## src/rtl/seq_pattern_tx.sv

```systemverilog
`default_nettype none
// ============================================================================
// seq_pattern_tx : framed MSB-first serial pattern transmitter (1101 source)
// Revision: 1.0
// ============================================================================
module seq_pattern_tx #(
  parameter int               WIDTH           = 4,
  parameter logic [WIDTH-1:0] DEFAULT_PATTERN = 4'b1101,
  parameter logic             IDLE_LEVEL      = 1'b0,
  parameter int               CNT_W           = 4
) (
  input  logic             clk,
  input  logic             clr,
  input  logic             load,
  input  logic [WIDTH-1:0] pattern_in,
  input  logic             start,
  input  logic [CNT_W-1:0] frames,
  input  logic [CNT_W-1:0] gap,
  input  logic             abort,
  output logic             dout,
  output logic             dout_valid,
  output logic             busy,
  output logic             done
);

  localparam int BW = (WIDTH > 2) ? $clog2(WIDTH) : 1;
  localparam logic [BW-1:0]    LAST_BIT = BW'(WIDTH - 1);
  localparam logic [CNT_W-1:0] CNT_ONE  = CNT_W'(1);

  localparam logic [1:0] ST_IDLE  = 2'd0;
  localparam logic [1:0] ST_SHIFT = 2'd1;
  localparam logic [1:0] ST_GAP   = 2'd2;
  localparam logic [1:0] ST_DONE  = 2'd3;

  logic [1:0]       state_q,     state_d;
  logic [WIDTH-1:0] pattern_q,   pattern_d;
  logic [WIDTH-1:0] frame_pat_q, frame_pat_d;
  logic [WIDTH-1:0] shreg_q,     shreg_d;
  logic [BW-1:0]    bit_cnt_q,   bit_cnt_d;
  logic [CNT_W-1:0] frame_cnt_q, frame_cnt_d;
  logic [CNT_W-1:0] gap_q,       gap_d;
  logic [CNT_W-1:0] gap_cnt_q,   gap_cnt_d;
  logic             dout_q,      dout_d;
  logic             valid_q,     valid_d;
  logic             busy_q,      busy_d;
  logic             done_q,      done_d;

  always_comb begin
    state_d     = state_q;
    pattern_d   = pattern_q;
    frame_pat_d = frame_pat_q;
    shreg_d     = shreg_q;
    bit_cnt_d   = bit_cnt_q;
    frame_cnt_d = frame_cnt_q;
    gap_d       = gap_q;
    gap_cnt_d   = gap_cnt_q;
    dout_d      = IDLE_LEVEL;
    valid_d     = 1'b0;
    busy_d      = 1'b0;
    done_d      = 1'b0;

    case (state_q)
      ST_IDLE: begin
        if (load) pattern_d = pattern_in;
        // The run uses the pre-load pattern, so it is snapshotted for reloads.
        if (start && !abort) begin
          frame_pat_d = pattern_q;
          frame_cnt_d = (frames == '0) ? CNT_ONE : frames;
          gap_d       = gap;
          shreg_d     = {pattern_q[WIDTH-2:0], 1'b0};
          bit_cnt_d   = '0;
          dout_d      = pattern_q[WIDTH-1];
          valid_d     = 1'b1;
          busy_d      = 1'b1;
          state_d     = ST_SHIFT;
        end
      end

      ST_SHIFT: begin
        if (abort) begin
          state_d = ST_IDLE;
        end else if (bit_cnt_q != LAST_BIT) begin
          dout_d    = shreg_q[WIDTH-1];
          shreg_d   = {shreg_q[WIDTH-2:0], 1'b0};
          bit_cnt_d = bit_cnt_q + 1'b1;
          valid_d   = 1'b1;
          busy_d    = 1'b1;
        end else begin
          frame_cnt_d = frame_cnt_q - 1'b1;
          if (frame_cnt_q != CNT_ONE) begin
            busy_d = 1'b1;
            if (gap_q != '0) begin
              gap_cnt_d = gap_q;
              state_d   = ST_GAP;
            end else begin
              shreg_d   = {frame_pat_q[WIDTH-2:0], 1'b0};
              bit_cnt_d = '0;
              dout_d    = frame_pat_q[WIDTH-1];
              valid_d   = 1'b1;
            end
          end else begin
            done_d  = 1'b1;
            state_d = ST_DONE;
          end
        end
      end

      ST_GAP: begin
        if (abort) begin
          state_d = ST_IDLE;
        end else if (gap_cnt_q == CNT_ONE) begin
          gap_cnt_d = '0;
          shreg_d   = {frame_pat_q[WIDTH-2:0], 1'b0};
          bit_cnt_d = '0;
          dout_d    = frame_pat_q[WIDTH-1];
          valid_d   = 1'b1;
          busy_d    = 1'b1;
          state_d   = ST_SHIFT;
        end else begin
          gap_cnt_d = gap_cnt_q - 1'b1;
          busy_d    = 1'b1;
        end
      end

      ST_DONE: state_d = ST_IDLE;

      default: state_d = ST_IDLE;
    endcase
  end

  always_ff @(posedge clk or posedge clr) begin
    if (clr) begin
      state_q     <= ST_IDLE;
      pattern_q   <= DEFAULT_PATTERN;
      frame_pat_q <= DEFAULT_PATTERN;
      shreg_q     <= '0;
      bit_cnt_q   <= '0;
      frame_cnt_q <= '0;
      gap_q       <= '0;
      gap_cnt_q   <= '0;
      dout_q      <= IDLE_LEVEL;
      valid_q     <= 1'b0;
      busy_q      <= 1'b0;
      done_q      <= 1'b0;
    end else begin
      state_q     <= state_d;
      pattern_q   <= pattern_d;
      frame_pat_q <= frame_pat_d;
      shreg_q     <= shreg_d;
      bit_cnt_q   <= bit_cnt_d;
      frame_cnt_q <= frame_cnt_d;
      gap_q       <= gap_d;
      gap_cnt_q   <= gap_cnt_d;
      dout_q      <= dout_d;
      valid_q     <= valid_d;
      busy_q      <= busy_d;
      done_q      <= done_d;
    end
  end

  assign dout       = dout_q;
  assign dout_valid = valid_q;
  assign busy       = busy_q;
  assign done       = done_q;

endmodule
`default_nettype wire

```

## config.mk

```make
export PLATFORM = sky130hd
export DESIGN_NAME = seq_pattern_tx
export DESIGN_NICKNAME = d
export VERILOG_FILES = /design/src/rtl/seq_pattern_tx.sv
export SDC_FILE = /design/constraint.sdc
export NUM_CORES = 1
export LEC_CHECK = 0
export ABC_CLOCK_PERIOD_IN_PS = 6400
export CORE_UTILIZATION = 59
export DETAILED_ROUTE_END_ITERATION = 8
export GPL_TIMING_DRIVEN = 0
export PLACE_DENSITY = 0.84
export SYNTH_ARGS = -nofsm -noshare
export SYNTH_HDL_FRONTEND = slang
export SYNTH_SLANG_ARGS = --single-unit
```

## constraint.sdc

```tcl
create_clock -name clk -period 6.4 [get_ports clk]
set_input_delay 0.64 -clock clk [delete_from_list [all_inputs] [get_ports clk]]
set_output_delay 0.64 -clock clk [all_outputs]
set_load 0.05 [all_outputs]
```

==> flow_metrics.py <==
metrics = {
    "global_route": {
        "antenna_found_initial": 0,
        "grt_max_degree": 32,
        "grt.overflow.total": 0,
        "grt.total_usage_pct": 26.6,
        "grt_pass1_wl_um": 6470,
        "grt_pass1_vias": 1410,
    },
    "routing": {
        "wl_met1_um": 1630,
        "routedWlPerCell_um": 16.4,
        "drtPass1Iterations": 4,
        "route.met3.wl_um": 204,
        "routed.top_layer": "met4",
        "wirelength_um": 3760,
        "vias_per_cell": 6.16,
        "drcViolationCount": 0,
        "dr_wl_met2_um": 1890,
        "num_vias": 1416,
        "ant_nets": 0,
        "drt_iter0_drc": 69,
    },
    "setup_path": {
        "cp.required_ps": 6630,
        "worst-path-max-fanout": 10,
        "arrival_ps": 2560,
        "worst_setup_path_start_kind": "input port",
        "crit_start": "abort",
        "r2r_start": "state_q[0]$_DFFE_PP0P_",
        "critPathKind": "in2reg",
        "critPathCaptureType": "flop",
    },
    "logic_synthesis": {
        "ys_seq_elements": 31,
        "synth-edff-count": 0,
        "yosys_warnings": 0,
        "synth_cell_types": 37,
        "yosys.cell_count.top_type": "dfrtp_1",
        "ys.flop_type": "dfrtp_1",
        "synthTopCellsByArea": "dfrtp_1, mux2_2, dfstp_2",
        "synthCells": 171,
        "syn_nets": 197,
        "synth.top_cell.area_share_pct": 35.5,
        "synthTopCellsByCount": "dfrtp_1, mux2_2, a21oi_1, o21ai_0, inv_1",
        "synthesis.area_um2": 1760,
        "ys_seq_area_share_pct": 44.5,
        "syn_area_per_cell_um2": 10.3,
        "yosysTopAreaCell": "dfrtp_1",
        "async_flop_share_pct": 100,
    },
    "floorplan": {
        "die_area_um2": 3210,
        "num_io_pins": 21,
        "start_util_pct": 63.3,
        "fp.dieW_um": 56.6,
        "core_um2": 2780,
        "std_cell_rows": 19,
        "die_y_um": 56.6,
    },
    "min_path": {
        "hp-class": "reg2reg",
        "hp-start": "frame_pat_q[0]$_DFFE_PP1P_",
    },
    "timing": {
        "finalMaxSlewViolations": 0,
        "timing.slew.headroom_pct": 23.5,
        "tns_ps": 0,
        "rsz0062_at_grt": "false",
        "finalCritPeriodShare_pct": 36.4,
        "hold_violations": 0,
        "worstMarginPinSlew_ps": 1150,
        "period_needed_ps": 2330,
        "fin_skew_ps": 10.1,
        "max_freq_mhz": 429,
        "setup_viol": 0,
    },
    "place": {
        "dp_hpwl_um": 2790,
        "port_buffers": 20,
        "finalWeightedCongestion": 0.896,
    },
    "outcome": {
        "status": "finished, final reports clean",
    },
    "cells_and_area": {
        "antenna_cells": 0,
        "final_nets": 224,
        "syn_to_final_growth_pct": 18.5,
        "final_util_pct": 75.0,
        "final_layout_size_suffix_gt1_share_pct": 18.1,
    },
    "clocking": {
        "clk_pin_slew_worst_paths_ps": 100,
        "hold_buffers": 0,
        "cts_root_buf": "clkbuf_4",
        "clk_latency_ps": 330,
        "post-cts-setup-buffers": 0,
        "cts_tree": "done",
        "cts.repair.resized": 0,
        "htreeDepth": 2,
        "cts_buffer_depth": 2,
        "cts_sinks": 31,
        "cts_buffers": 5,
    },
    "power_and_ir_drop": {
        "powerDensity_nw_per_um2": 511,
        "irDropWorstVdd_mv": 0.418,
        "leakagePower_nw": 0.899,
    },
    "flow_run": {
        "drv_cap": 0,
    },
}
## state kept, by name (all words and copies together) (netlist names)
register,count
frame_cnt_q,4
frame_pat_q,4
gap_cnt_q,4
gap_q,4
pattern_q,4
shreg_q,3
bit_cnt_q,2
state_q,2
busy,1
done,1
dout,1
dout_valid,1
## per-stage QoR
step | power (W) | std cells | cell area, um2 | hold WS (ps) | worst slack [ps]
after floorplan | 0.000767 | 171 | 1760 | 461 | 4360
after global placement | 0.000861 | 222 | 2000 | 475 | 3780
after detailed placement | 0.000902 | 222 | 2000 | 486 | 3740
after CTS | 0.00106 | 230 | 2090 | 500 | 4090
after global routing | 0.00114 | 230 | 2090 | 521 | 3960
final | 0.00107 | 230 | 2090 | 498 | 4070
## logic make-up after synthesis
group,share of synthesized area [%]
AO/OA/AOI/OAI,16.8
adder cells (fa/ha/maj),6.39
buffers and inverters,4.55
flip-flops,44.5
multiplexers,13.0
AND/OR/NAND/NOR,14.8
## cell type report
type                            count  area (um2)
Tap cell                           31        38.8
Buffer                              7        35.0
Timing Repair Buffer               20         200
Fill cell                         202         694
Multi-Input combinational cell    121         898
Clock buffer                        6        51.3
Inverter                           12        45.0
Sequential cell                    31         783
Clock inverter                      2        35.0
## power by group
part           internal [W]  switching, W  leakage, nW  total [W]
logic              0.000241      0.000285        0.480   0.000527
registers          0.000303     0.0000763        0.371   0.000379
clock network     0.0000923     0.0000680       0.0482   0.000160
## layout by cell type, fill, tap and decap left out, types with 4 or more instances in the layout
master and instances:
nor3_1 5, clkbuf_1 5, clkdlybuf4s50_1 20, nor2b_1 6, mux2i_1 6, o21ai_0 13, inv_1 12, dfstp_2 6
nand2_1 8, ha_1 9, mux2_2 15, a21oi_1 13, dfrtp_1 25, nor2_1 10, clkbuf_4 5, a22oi_1 4
nand2b_1 5
## critical path: stages
cell and delay (ps):
clkdlybuf4s50_1 510, clkbuf_1 330, nand3b_1 250, clkbuf_1 420, mux2_2 400
## worst paths after layout
| path | cells past startpoint | slack [ps] | endpoint |
|---|---|---|---|
| setup / recovery | 5 | 4070 | gap_q[3]$_DFFE_PP0P_ |
| hold / removal | 2 | 500 | frame_pat_q[0]$_DFFE_PP1P_ |
| setup reg to reg | 5 | 4140 | bit_cnt_q[0]$_DFFE_PP0P_ |
| hold reg to reg | 2 | 500 | frame_pat_q[0]$_DFFE_PP1P_ |
| max in group asynchronous | 2 | 4790 | frame_cnt_q[2]$_DFFE_PP0P_ |
| min in group asynchronous | 2 | 920 | gap_cnt_q[2]$_DFFE_PP0P_ |
## per-layer routing
layer  GRT usage (%)  up-vias
met5               0        -
met4            9.76        0
met3            7.37        6
met2            43.5       47
met1            33.4      693
li1                -      670
Power figures use the tool's default switching activity.
